File: src/rtl/floor_pkg.sv
// -----------------------------------------------------------------------------
// floor_pkg
//   Shared types and one-hot helpers for the floor call dispatcher.
//   Contents:
//     state_e            dispatcher FSM states (IDLE, SERVE, DWELL)
//     N_FLOORS_DEFAULT   default floor count
//     MAX_FLOORS         width of the helper vectors; N_FLOORS must not exceed it
//     is_onehot, mask_above, mask_below, lowest_set, highest_set
//   The helpers work on a fixed MAX_FLOORS-wide vector. Callers zero-extend
//   their N_FLOORS-wide vectors into it and truncate the result back.
// -----------------------------------------------------------------------------
package floor_pkg;

   localparam int N_FLOORS_DEFAULT = 4;
   localparam int MAX_FLOORS       = 32;

   typedef enum logic [1:0] {
      IDLE  = 2'd0,
      SERVE = 2'd1,
      DWELL = 2'd2
   } state_e;

   typedef logic [MAX_FLOORS-1:0] fvec_t;

   localparam fvec_t FVEC_ZERO = {MAX_FLOORS{1'b0}};
   localparam fvec_t FVEC_ONE  = {{(MAX_FLOORS-1){1'b0}}, 1'b1};

   // Exactly one bit set.
   function automatic logic is_onehot(input fvec_t v);
      return (v != FVEC_ZERO) && ((v & (v - FVEC_ONE)) == FVEC_ZERO);
   endfunction

   // All floors strictly above a one-hot position (zero for a zero position).
   function automatic fvec_t mask_above(input fvec_t pos);
      return ~((pos - FVEC_ONE) | pos);
   endfunction

   // All floors strictly below a one-hot position.
   function automatic fvec_t mask_below(input fvec_t pos);
      return pos - FVEC_ONE;
   endfunction

   // Isolate the lowest set bit (two's-complement trick).
   function automatic fvec_t lowest_set(input fvec_t v);
      return v & (~v + FVEC_ONE);
   endfunction

   // Isolate the highest set bit; later (higher) bits overwrite earlier ones.
   function automatic fvec_t highest_set(input fvec_t v);
      fvec_t r;
      r = FVEC_ZERO;
      for (int i = 0; i < MAX_FLOORS; i++) begin
         r = v[i] ? (FVEC_ONE << i) : r;
      end
      return r;
   endfunction

endpackage

File: src/rtl/floor_target_select.sv
// -----------------------------------------------------------------------------
// floor_target_select
//   Combinational SCAN selector. Chooses the next floor to serve from the
//   pending calls, excluding the floor the car already sits on, and keeps
//   sweeping in the current direction while calls remain ahead of the car.
//   Ports:
//     pending      in   N_FLOORS  latched calls
//     car_floor    in   N_FLOORS  one-hot car position
//     dir_up       in   1         current sweep direction (1 = up)
//     target       out  N_FLOORS  one-hot chosen floor, zero when none
//     target_valid out  1         a target was found
//     new_dir      out  1         sweep direction to adopt with this target
// -----------------------------------------------------------------------------
module floor_target_select
   import floor_pkg::*;
#(
   parameter int N_FLOORS = N_FLOORS_DEFAULT
) (
   input  logic [N_FLOORS-1:0] pending,
   input  logic [N_FLOORS-1:0] car_floor,
   input  logic                dir_up,
   output logic [N_FLOORS-1:0] target,
   output logic                target_valid,
   output logic                new_dir
);

   fvec_t cand_s;
   fvec_t car_s;
   fvec_t above_s;
   fvec_t below_s;
   fvec_t pick_s;

   // Nearest call ahead in the sweep direction, else reverse to the nearest behind.
   always_comb begin
      cand_s  = MAX_FLOORS'(pending & ~car_floor);
      car_s   = MAX_FLOORS'(car_floor);
      above_s = cand_s & mask_above(car_s);
      below_s = cand_s & mask_below(car_s);
      pick_s  = FVEC_ZERO;
      new_dir = dir_up;
      if (dir_up) begin
         if (above_s != FVEC_ZERO) begin
            pick_s  = lowest_set(above_s);
            new_dir = 1'b1;
         end else if (below_s != FVEC_ZERO) begin
            pick_s  = highest_set(below_s);
            new_dir = 1'b0;
         end else begin
            pick_s  = FVEC_ZERO;
            new_dir = dir_up;
         end
      end else begin
         if (below_s != FVEC_ZERO) begin
            pick_s  = highest_set(below_s);
            new_dir = 1'b0;
         end else if (above_s != FVEC_ZERO) begin
            pick_s  = lowest_set(above_s);
            new_dir = 1'b1;
         end else begin
            pick_s  = FVEC_ZERO;
            new_dir = dir_up;
         end
      end
      target       = N_FLOORS'(pick_s);
      target_valid = (pick_s != FVEC_ZERO);
   end

endmodule

File: src/rtl/floor_call_dispatcher.sv
// -----------------------------------------------------------------------------
// floor_call_dispatcher
//   Request side of the car-controller interface. Latches call buttons on
//   their rising edge, picks the next target with floor_target_select, drives
//   a one-hot request to the car, detects arrival, holds the door for a fixed
//   dwell, clears the served call and dispatches the next one.
//   Ports:
//     clk              in   1         system clock, posedge
//     rst              in   1         synchronous active-high reset
//     call_btn         in   N_FLOORS  synchronised button levels
//     car_floor        in   N_FLOORS  one-hot car position
//     requested_floor  out  N_FLOORS  one-hot target, zero = car holds
//     pending          out  N_FLOORS  latched unserved calls
//     door_open        out  1         high during dwell
//     dir_up           out  1         current sweep direction (1 = up)
//     car_fault        out  1         sticky: car_floor seen not one-hot
// -----------------------------------------------------------------------------
module floor_call_dispatcher
   import floor_pkg::*;
#(
   parameter int N_FLOORS     = N_FLOORS_DEFAULT,
   parameter int DWELL_CYCLES = 8
) (
   input  logic                clk,
   input  logic                rst,
   input  logic [N_FLOORS-1:0] call_btn,
   input  logic [N_FLOORS-1:0] car_floor,
   output logic [N_FLOORS-1:0] requested_floor,
   output logic [N_FLOORS-1:0] pending,
   output logic                door_open,
   output logic                dir_up,
   output logic                car_fault
);

   localparam int                  CNT_W       = $clog2(DWELL_CYCLES + 1);
   localparam logic [CNT_W-1:0]    CNT_ZERO    = CNT_W'(0);
   localparam logic [CNT_W-1:0]    CNT_ONE     = CNT_W'(1);
   localparam logic [CNT_W-1:0]    CNT_LAST    = CNT_W'(DWELL_CYCLES - 1);
   localparam logic [N_FLOORS-1:0] FLOORS_NONE = {N_FLOORS{1'b0}};

   state_e              state_r;
   state_e              state_s;
   logic [N_FLOORS-1:0] btn_hist_r;
   logic [N_FLOORS-1:0] pending_r;
   logic [N_FLOORS-1:0] pending_s;
   logic [N_FLOORS-1:0] req_r;
   logic [N_FLOORS-1:0] req_s;
   logic                door_r;
   logic                door_s;
   logic                dir_r;
   logic                dir_s;
   logic                fault_r;
   logic                fault_s;
   logic [CNT_W-1:0]    cnt_r;
   logic [CNT_W-1:0]    cnt_s;

   logic [N_FLOORS-1:0] rise_s;
   logic [N_FLOORS-1:0] here_s;
   logic                car_ok_s;
   logic [N_FLOORS-1:0] sel_target_s;
   logic                sel_valid_s;
   logic                sel_dir_s;

   floor_target_select #(
      .N_FLOORS (N_FLOORS)
   ) u_select (
      .pending      (pending_r),
      .car_floor    (car_floor),
      .dir_up       (dir_r),
      .target       (sel_target_s),
      .target_valid (sel_valid_s),
      .new_dir      (sel_dir_s)
   );

   // Button rising edges and a trusted car position (zero when the position is corrupt).
   always_comb begin
      rise_s   = call_btn & ~btn_hist_r;
      car_ok_s = is_onehot(MAX_FLOORS'(car_floor));
      fault_s  = fault_r | ~car_ok_s;
      if (car_ok_s) begin
         here_s = car_floor;
      end else begin
         here_s = FLOORS_NONE;
      end
   end

   // FSM next state, call latch, request, dwell counter and direction.
   always_comb begin
      state_s   = state_r;
      pending_s = pending_r | rise_s;
      req_s     = req_r;
      door_s    = door_r;
      dir_s     = dir_r;
      cnt_s     = cnt_r;
      case (state_r)
         IDLE: begin
            if (car_ok_s && ((pending_r & car_floor) != FLOORS_NONE)) begin
               // Call at the car's own floor: open in place, no request issued.
               state_s   = DWELL;
               pending_s = (pending_r | rise_s) & ~car_floor;
               req_s     = FLOORS_NONE;
               door_s    = 1'b1;
               cnt_s     = CNT_ZERO;
            end else if (car_ok_s && sel_valid_s) begin
               state_s = SERVE;
               req_s   = sel_target_s;
               dir_s   = sel_dir_s;
            end else begin
               state_s = IDLE;
            end
         end
         SERVE: begin
            // Exact match against a one-hot target also rejects corrupt positions.
            if (car_floor == req_r) begin
               state_s   = DWELL;
               pending_s = (pending_r | rise_s) & ~req_r;
               req_s     = FLOORS_NONE;
               door_s    = 1'b1;
               cnt_s     = CNT_ZERO;
            end else begin
               state_s = SERVE;
            end
         end
         DWELL: begin
            // A fresh press at the open floor extends the dwell instead of queuing.
            pending_s = pending_r | (rise_s & ~here_s);
            if ((rise_s & here_s) != FLOORS_NONE) begin
               cnt_s = CNT_ZERO;
            end else if (cnt_r >= CNT_LAST) begin
               door_s = 1'b0;
               cnt_s  = CNT_ZERO;
               if (car_ok_s && sel_valid_s) begin
                  state_s = SERVE;
                  req_s   = sel_target_s;
                  dir_s   = sel_dir_s;
               end else begin
                  state_s = IDLE;
               end
            end else begin
               cnt_s = cnt_r + CNT_ONE;
            end
         end
         default: begin
            state_s = IDLE;
            req_s   = FLOORS_NONE;
            door_s  = 1'b0;
            cnt_s   = CNT_ZERO;
         end
      endcase
   end

   // State and output registers with synchronous reset.
   always_ff @(posedge clk) begin
      if (rst) begin
         state_r    <= IDLE;
         btn_hist_r <= FLOORS_NONE;
         pending_r  <= FLOORS_NONE;
         req_r      <= FLOORS_NONE;
         door_r     <= 1'b0;
         dir_r      <= 1'b1;
         fault_r    <= 1'b0;
         cnt_r      <= CNT_ZERO;
      end else begin
         state_r    <= state_s;
         btn_hist_r <= call_btn;
         pending_r  <= pending_s;
         req_r      <= req_s;
         door_r     <= door_s;
         dir_r      <= dir_s;
         fault_r    <= fault_s;
         cnt_r      <= cnt_s;
      end
   end

   assign requested_floor = req_r;
   assign pending         = pending_r;
   assign door_open       = door_r;
   assign dir_up          = dir_r;
   assign car_fault       = fault_r;

endmodule

File: config.mk
export PLATFORM = sky130hd
export DESIGN_NAME = floor_call_dispatcher
export DESIGN_NICKNAME = d
export VERILOG_FILES = /design/src/rtl/floor_pkg.sv /design/src/rtl/floor_target_select.sv /design/src/rtl/floor_call_dispatcher.sv
export SDC_FILE = /design/constraint.sdc
export NUM_CORES = 1
export LEC_CHECK = 0
export BUFFER_PORTS_ARGS = -buffer_cell sky130_fd_sc_hd__buf_4
export CORE_UTILIZATION = 35
export CTS_CLUSTER_DIAMETER = 100
export DETAILED_ROUTE_END_ITERATION = 12
export PLACE_DENSITY = 0.49
export SLEW_MARGIN = 40
export SYNTH_ARGS = -nofsm -noshare
export SYNTH_HDL_FRONTEND = slang
export SYNTH_SLANG_ARGS = --single-unit
File: constraint.sdc
create_clock -name clk -period 3.63 [get_ports clk]
set_input_delay 0.363 -clock clk [delete_from_list [all_inputs] [get_ports clk]]
set_output_delay 0.363 -clock clk [all_outputs]
set_load 0.05 [all_outputs]
==> impl_metrics.yaml <==
sta:
  finalCritPeriodShare_pct: 74.6
  setup_ws_ns: 0.920
  worstMarginPinSlew_ns: 0.718
  hold_violations: 0
  fin_crit_ns: 2.71
  tns_ns: 0
  max_freq_mhz: 369
  max_slew_margin_pct: 51.7
  fin_skew_ns: 0.00240
  setup_viol: 0
  rsz0062_at_grt: "no"
  drv_slew: 0
power_and_ir_drop:
  power_frac_clock_pct: 22.5
  switching_power_mw: 0.265
  p_leak_nw: 0.714
  cellPowerDensity_nw_per_um2: 405
  ir_drop_mv: 0.261
  power_frac_comb_pct: 35.7
  intPower_mw: 0.422
  power_frac_seq_pct: 41.8
  swShare_pct: 38.6
synth:
  synth-edff-count: 0
  yosys.area.top_type: "dfxtp_1"
  netlist_instances: 173
  synthesis.nets: 191
  synth-seq-cells: 21
  synth_top_area_share_pct: 28.2
  yosysUniqueCellTypes: 55
  yosysSeqAreaShare_pct: 28.2
  synth_area_leaders: "dfxtp_1 28%, ha_1 6.7%, a21oi_1 3.7%, nand3b_1 3.5%, nor3_1 3.0%"
  syn-cell-area_um2: 1490
  async_reset_ff_share_pct: 0
  ys_warn_count: 0
  avgSynthCellArea_um2: 8.62
  ys.flop_type: "dfxtp_1"
route:
  wire_per_inst_um: 15.5
  drtIter0Drc: 93
  dr.pass1.iters: 4
  viasPerCell: 5.55
  detail-route-antenna-nets: 0
  wl_um: 3720
  dr_total_vias: 1332
  drc: 0
global_routing:
  grt_pass1_vias: 1283
  antenna_found_initial: 0
  grt_max_degree: 17
  grt_pass1_wl_um: 6250
  grt_use_total_pct: 18.6
  grt-ovfl-total: 0
setup_path:
  rr_worst_depth: 6
  cpLargestDelayFamily: "simple AND/OR/NAND/NOR gates"
  required_ns: 3.81
  cp.depth: 11
  critPathLaunchType: "input port"
  cpPeakStageDelay_ns: 0.54
  critPathArrivalTime_ns: 2.89
  crit_type: "in2reg"
  crit_path_max_fanout: 9
  crit_buf_inv: 3
  path_cells: "buf_4 -> inv_1 -> ha_1 -> inv_1 -> ha_1 -> or3_2 -> a21oi_4 -> a211oi_1 -> nor2b_1 -> a21oi_1 -> a211oi_1"
  end_kind: "flop"
  worst_path_max_delay_cell: "or3_2"
placed_design:
  place.detailed.hpwl_um: 2930
  dp_slack_ns: 0.661
  gp_congestion: 0.841
  port_buffers: 20
outcome:
  status: "completed"
clocking:
  cts_resized: 0
  clk_latency_ns: 0.26
  cts.sinks: 21
  cts_tree: "done"
  hold_buffers: 0
  cts-root-buf: "clkbuf_8"
  cts.path.max_buffers: 2
  htree_levels: 1
  clk_pin_slew_ns: 0.07
  cts_setup_buffers: 0
  cts_inserted_buffers: 3
floorplanning:
  die_x_um: 67.3
  io_pins: 21
  initial_core_util_pct: 36.8
  core_area_um2: 4060
  die_h_um: 67.3
  num_rows: 23
  die_area_um2: 4530
final_layout:
  antenna_cells: 0
  layout.nets: 209
  drive_gt1_share_pct: 20.5
  syn_to_final_growth_pct: 13.8
run:
  drv_cap: 0
worst_hold_path:
  hp-class: "in2reg"
  hold_path_depth: 2
## cell usage in the layout, fill, tap and decap left out, types with 2 or more instances in the layout
master,n
and3b_2,4
nand3_1,5
a22oi_1,4
and3_1,2
a211oi_1,4
nand2_1,10
nor3_1,9
a31oi_1,4
dfxtp_1,21
ha_1,8
a21oi_1,11
nand3b_1,7
nor2_1,10
clkbuf_8,3
o31ai_4,2
inv_1,12
nor2b_1,5
o211ai_1,2
o31ai_1,3
nand2b_1,2
xor2_1,4
o21ai_0,3
nor4_1,3
o21a_1,2
buf_4,20
## power groups by stage
stage / clock network [mW] / registers [mW] / logic (mW)
finish: 0.154 / 0.287 / 0.245
global route: 0.167 / 0.292 / 0.274
CTS: 0.159 / 0.287 / 0.246
detailed placement: 0 / 0.292 / 0.245
global placement: 0 / 0.291 / 0.242
floorplan: 0 / 0.313 / 0.156
## layout make-up
type                            instances  area [um^2]
Tap cell                               50         62.6
Timing Repair Buffer                   20          150
Multi-Input combinational cell        133          973
Sequential cell                        21          420
Clock buffer                            4         45.0
Inverter                               12         45.0
Fill cell                             425         2360
## final timing paths
path / startpoint / endpoint / slack (ns)
max: car_floor[1] / door_open / 0.92
max reg2reg: pending[3] / dir_up / 1.39
min reg2reg: cnt_r[3] / cnt_r[3] / 0.47
min: call_btn[0] / btn_hist_r[0] / 0.34
## synth_stat cells, types with 2 or more instances
master / count
a211oi_1: 4
a21oi_1: 11
a22oi_1: 4
a31oi_1: 4
and3_1: 2
and3b_2: 4
buf_6: 3
clkbuf_1: 3
dfxtp_1: 21
ha_1: 8
inv_1: 12
nand2_1: 10
nand2b_1: 2
nand3_1: 5
nand3b_1: 7
nor2_1: 10
nor2b_1: 5
nor3_1: 9
nor4_1: 3
o211ai_1: 2
o21a_1: 2
o21ai_0: 3
o31ai_1: 3
o31ai_4: 2
xor2_1: 4
## per-stage QoR
stage	total power, mW	area, um^2	utilization [%]	hold WS (ns)	instances
after floorplan	0.469	1490	-	0.432	173
after global placement	0.533	1650	40.7	0.450	236
after detailed placement	0.537	1650	40.7	0.465	236
after CTS	0.692	1700	41.8	0.337	240
after global routing	0.733	1700	41.8	0.350	240
final	0.687	1700	41.8	0.335	240
## sequential cells by signal, indices dropped and copies added, names as in the netlist
| name | cells |
|---|---|
| requested_floor | 4 |
| car_fault | 1 |
| door_open | 1 |
| btn_hist_r | 4 |
| state_r | 2 |
| dir_up | 1 |
| cnt_r | 4 |
| pending | 4 |
## routing by layer
layer | share of wire, % | track usage [%]
met1 | 49 | 24.6
met2 | 47 | 31.1
met3 | 3.4 | 2.53
met4 | 1.2 | 5.59
met5 | 0 | 0
## logic make-up (layout without fill, tap and decap cells)
group | after synthesis | count (layout) | share of synthesized area (%)
AOI/OAI and AO/OA | 49 | 49 | 26.3
xor gates and xnor gates | 5 | 5 | 2.94
adders and majority gates | 8 | 8 | 6.71
buffers and inverters | 19 | 36 | 6.54
DFF | 21 | 21 | 28.2
muxes | 1 | 1 | 0.671
and+or+nand+nor | 70 | 70 | 28.7
Note: power is estimated with default switching activity, not from simulation.
